## src/rtl/regfile_write_scheduler.sv

```systemverilog
// Arbitrates the register-file write port between writeback and the CALL/INT PC-save sequencer.
// Writebacks arriving while the port is reserved are deferred through a small in-order FIFO.
module regfile_write_scheduler #(
    parameter int DATA_WIDTH = 16,
    parameter int ADDR_WIDTH = 4,
    parameter int FIFO_DEPTH = 2,
    parameter int PC_HI_REG  = 10,
    parameter int PC_LO_REG  = 9
) (
    input  logic                  clk,
    input  logic                  rst,
    input  logic                  wb_we,
    input  logic [ADDR_WIDTH-1:0] wb_addr,
    input  logic [DATA_WIDTH-1:0] wb_data,
    output logic                  wb_stall,
    input  logic                  pcsave_req,
    input  logic [31:0]           pc,
    output logic                  pcsave_ack,
    output logic                  pcsave_done,
    output logic                  rf_we,
    output logic [ADDR_WIDTH-1:0] rf_waddr,
    output logic [DATA_WIDTH-1:0] rf_wdata
);

    localparam int PTR_W = (FIFO_DEPTH > 1) ? $clog2(FIFO_DEPTH) : 1;
    localparam int CNT_W = $clog2(FIFO_DEPTH + 1);

    typedef enum logic [1:0] {IDLE, SAVE_HI, SAVE_LO} state_t;

    state_t                state;
    logic [CNT_W-1:0]      count;
    logic [PTR_W-1:0]      wr_ptr;
    logic [PTR_W-1:0]      rd_ptr;
    logic [31:0]           pc_latch;
    logic [ADDR_WIDTH-1:0] fifo_addr [FIFO_DEPTH];
    logic [DATA_WIDTH-1:0] fifo_data [FIFO_DEPTH];

    logic fifo_empty;
    logic fifo_full;
    logic wb_acc;
    logic push;
    logic pop;

    function automatic logic [PTR_W-1:0] ptr_next(input logic [PTR_W-1:0] p);
        return (p == PTR_W'(FIFO_DEPTH - 1)) ? '0 : p + PTR_W'(1);
    endfunction

    assign fifo_empty = (count == '0);
    assign fifo_full  = (count == CNT_W'(FIFO_DEPTH));

    // A pending save in IDLE must see an empty FIFO, so new writebacks are held off until it drains.
    assign wb_stall = fifo_full | ((state == IDLE) & pcsave_req & ~fifo_empty);
    assign wb_acc   = wb_we & ~wb_stall;

    // An accepted write is deferred whenever the port is busy with a save or with older queued writes.
    assign push = wb_acc & ((state != IDLE) | ~fifo_empty);
    assign pop  = (state == IDLE) & ~fifo_empty;

    // NOTE: storage is not reset; only count/pointers define validity, so stale entries are never issued.
    always_ff @(posedge clk) begin
        if (push) begin
            fifo_addr[wr_ptr] <= wb_addr;
            fifo_data[wr_ptr] <= wb_data;
        end
    end

    // NOTE: all sequential state uses non-blocking assignments so every read sees the pre-edge value.
    always_ff @(posedge clk or negedge rst) begin
        if (!rst) begin
            state       <= IDLE;
            count       <= '0;
            wr_ptr      <= '0;
            rd_ptr      <= '0;
            pc_latch    <= '0;
            rf_we       <= 1'b0;
            rf_waddr    <= '0;
            rf_wdata    <= '0;
            pcsave_ack  <= 1'b0;
            pcsave_done <= 1'b0;
        end else begin
            pcsave_ack  <= 1'b0;
            pcsave_done <= 1'b0;

            if (push) wr_ptr <= ptr_next(wr_ptr);
            if (pop)  rd_ptr <= ptr_next(rd_ptr);

            case ({push, pop})
                2'b10:   count <= count + CNT_W'(1);
                2'b01:   count <= count - CNT_W'(1);
                default: count <= count;
            endcase

            case (state)
                IDLE: begin
                    if (pcsave_req && fifo_empty) begin
                        pc_latch   <= pc;
                        pcsave_ack <= 1'b1;
                        state      <= SAVE_HI;
                        rf_we      <= wb_acc;
                        rf_waddr   <= wb_addr;
                        rf_wdata   <= wb_data;
                    end else if (!fifo_empty) begin
                        rf_we    <= 1'b1;
                        rf_waddr <= fifo_addr[rd_ptr];
                        rf_wdata <= fifo_data[rd_ptr];
                    end else if (wb_acc) begin
                        rf_we    <= 1'b1;
                        rf_waddr <= wb_addr;
                        rf_wdata <= wb_data;
                    end else begin
                        rf_we <= 1'b0;
                    end
                end
                SAVE_HI: begin
                    rf_we    <= 1'b1;
                    rf_waddr <= ADDR_WIDTH'(PC_HI_REG);
                    rf_wdata <= DATA_WIDTH'(pc_latch[31:16]);
                    state    <= SAVE_LO;
                end
                SAVE_LO: begin
                    rf_we       <= 1'b1;
                    rf_waddr    <= ADDR_WIDTH'(PC_LO_REG);
                    rf_wdata    <= DATA_WIDTH'(pc_latch[15:0]);
                    pcsave_done <= 1'b1;
                    state       <= IDLE;
                end
                default: begin
                    rf_we <= 1'b0;
                    state <= IDLE;
                end
            endcase
        end
    end

endmodule

```

## config.mk

```make
export PLATFORM = sky130hd
export DESIGN_NAME = regfile_write_scheduler
export DESIGN_NICKNAME = d
export VERILOG_FILES = /design/src/rtl/regfile_write_scheduler.sv
export SDC_FILE = /design/constraint.sdc
export NUM_CORES = 1
export LEC_CHECK = 0
export ABC_AREA = 1
export CORE_MARGIN = 10
export CORE_UTILIZATION = 56
export DETAILED_ROUTE_END_ITERATION = 8
export GPL_ROUTABILITY_DRIVEN = 1
export PLACE_DENSITY_LB_ADDON = 0.2
export SYNTH_ARGS = -nofsm -noshare
export SYNTH_HDL_FRONTEND = slang
export SYNTH_SLANG_ARGS = --single-unit
export TNS_END_PERCENT = 30
```

## constraint.sdc

```tcl
create_clock -name clk -period 5 [get_ports clk]
set_input_delay 1 -clock clk [delete_from_list [all_inputs] [get_ports clk]]
set_output_delay 1 -clock clk [all_outputs]
set_load 0.01 [all_outputs]
```

==> flow_summary.toml <==
[status]
status = "finished clean"

[routing]
avgViaCountPerCell = 5.18
drt_first_iter_violations = 219
drt_first_pass_iters = 4
drc_errors = 0
antenna_left = 0
routedWlPerCell_um = 15.8
wl_mm = 10.7
route.vias.total = 3488

[floorplanning]
start_util = 0.576
dieWidth_um = 109
num_rows = 32
coreArea_um2 = 7730
ios = 80
die_h_um = 109
die-area_um2 = 11900

[global_routing]
grt_antenna_before_repair = 0
grt_use_total = 0.186
grt_max_degree = 50
grt_pass1_wl_mm = 17.4
grt_pass1_vias = 3549
overflow = 0

[synthesis]
syn_inst = 497
yosysWarnings = 0
async_flop_share = 0.604
synth_edf_count = 40
synth_top_family_by_area = "simple AND/OR/NAND/NOR gates"
synthXorXnorAreaFrac = 0.00590
synthMuxAreaShare = 0
seq_area_frac_synth = 0.613
netlist_area_um2 = 4450
avgSynthCellArea_um2 = 8.95
yosys.area.top_type = "dfrtp_1"
synthesis.nets = 560
synthAdderAreaFrac = 0.0197
synth_top_area_frac = 0.343
synth_area_leaders = "dfrtp_1 (34%), edfxtp_1 (27%), nand2_1 (18%), a21oi_1 (4.5%), inv_1 (3.9%)"
ys.flop_type = "dfrtp_1"
synth_compound_area_frac = 0.0652
ys_top_cells_by_count = "nand2_1 (210), dfrtp_1 (61), inv_1 (46), a21oi_1 (40), edfxtp_1 (40)"
synth_seq_cells = 101
ys_types = 20
yosysMostFrequentCell = "nand2_1"
synth-simple-area-share = 0.230

[clocking]
cts_resized = 0
cts_hold_buf = 0
root_buffer = "clkbuf_8"
clk_pin_slew_ns = 0.09
clockBufferDepth = 2
clkLatencyLatePin_ns = 0.36
htree_levels = 3
cts_tree = "done"
cts_made_buffers = 9
postCtsSetupRepairBufs = 0
clkSinkCount = 101

[setup_path]
crit_path_end_kind = "primary output"
slowest_delay_ns = 0.57
critPathLaunchType = "input pin"
arrival_ns = 2.33
setup.reg_to_reg.worst_slack_ns = 2.31
reg2reg_to = "count[1]"
reg2reg_from = "count[0]"
path_cells = "clkdlybuf4s50_1 -> nand2_1 -> a21oi_1 -> clkdlybuf4s50_1"
rr_worst_depth = 8
slowest_stage = "clkdlybuf4s50_1"
path_max_fanout = 3
cp_common_cell = "clkdlybuf4s50_1"
path_class = "input pin to primary output"
cp_data_required_time_ns = 4.00

[sta]
fin_worst_skew_ns = 0.00829
tns_ns = 0
tightest_slew_ns = 0.836
final-setup-viol-count = 0
rsz0062_at_grt = "false"
fmax_ghz = 0.300
hold_violations = 0
fin_crit_ns = 3.33
slew_viol_final = 0
finalCritPeriodShare = 0.666
timing.final.ws_setup_ns = 1.67
slew_headroom = 0.442

[power_and_ir_drop]
switchingPower_uw = 1380
sequentialPowerShare = 0.398
p_per_area_nw_per_um2 = 625
p_clk_frac = 0.158
swShare = 0.403
combPwrFrac = 0.444
p_leak_uw = 0.00261
peakVddDrop_v = 0.000478
internal_power_uw = 2050

[placement]
gp_congestion = 0.766
hpwl_mm = 7.27
place_ws_ns = 1.67
port_buffers = 79
dpl-instance-area_um2 = 5270

[cells_and_area]
n_antenna_cell = 0
final_util = 0.709
final_area_um2 = 5480
fin_nets = 631
drive_gt1_frac = 0.0402
area_growth_pct = 23.1

[worst_hold_path]
hp-class = "flop to flop"
min_to = "rf_waddr[3]"
hp-start = "rf_waddr[3]"
whs_path_depth = 2

[run]
cap_violations = 0
## flip-flops by register name, summed over array words and instances (netlist names)
register and cells:
pcsave_done 1, rf_waddr 4, count 2, rf_we 1
fifo_addr 8, pc_latch 32, state 2, wr_ptr 1
pcsave_ack 1, rf_wdata 16, fifo_data 32, rd_ptr 1
## layer usage
| layer | up-vias | wire [um] | global-route usage |
|---|---|---|---|
| li1 | 1698 | - | - |
| met1 | 1663 | 4330 | 0.229 |
| met2 | 113 | 5480 | 0.321 |
| met3 | 14 | 697 | 0.0348 |
| met4 | 0 | 163 | 0.0621 |
| met5 | - | 0 | 0 |
## power groups by stage
| stage | logic, uW | clock network, uW | registers, uW |
|---|---|---|---|
| final | 1520 | 541 | 1360 |
| after global routing | 1740 | 579 | 1400 |
| after CTS | 1540 | 544 | 1360 |
| after detailed placement | 1510 | 0 | 1380 |
| after global placement | 1480 | 0 | 1360 |
| after floorplan | 1000 | 0 | 1360 |
## cell type report
class / count / area [um^2]
clock buffer: 12 / 166
clock inverter: 3 / 41.3
fill: 600 / 2250
inverter: 47 / 176
multi-input combinational: 327 / 1430
sequential: 101 / 2730
tap: 102 / 128
timing repair buffer: 82 / 808
## stage by stage
step | instances | hold slack (ns) | total power (uW)
global route | 674 | 0.511 | 3710
finish | 674 | 0.486 | 3420
detailed placement | 659 | 0.465 | 2890
CTS | 674 | 0.491 | 3440
floorplan | 497 | 0.442 | 2360
global placement | 659 | 0.455 | 2840
## cells by family (layout without fill, tap and decap cells)
kind of cell               after synthesis  count (layout)
DFF                                    101             101
adders and majority gates                7               7
and+or+nand+nor                        259             259
AOI/OAI and AO/OA                       58              58
buffers and inverters                   69             144
xor gates and xnor gates                 3               3
## how the worst max path moves through the flow
stage          startpoint              end  slack (ns)
3_3_place_gp   pcsave_req         wb_stall        1.66
4_1_cts        pcsave_req         wb_stall        1.65
6_report       pcsave_req         wb_stall        1.67
5_1_grt        pcsave_req         wb_stall        1.60
2_1_floorplan  pcsave_req  fifo_addr[1][0]        2.36
3_5_place_dp   pcsave_req         wb_stall        1.67
## critical path, delay by kind of cell
kind,cells,cell delay [ns]
compound gates,1,0.16
buf+inv,2,1.10
simple gates,1,0.07
## cells in the final DEF, fill, tap and decap left out, drive strengths merged
cell type	instances
clkbuf	12
xor2	1
nand2	210
o21ai	18
inv	48
nand3	22
clkdlybuf4s50	78
a21oi	40
edfxtp	40
clkinv	1
nor2	26
buf	4
xnor2	2
or2	1
bufinv	1
ha	7
dfrtp	61
(Power assumes the default switching activity.)
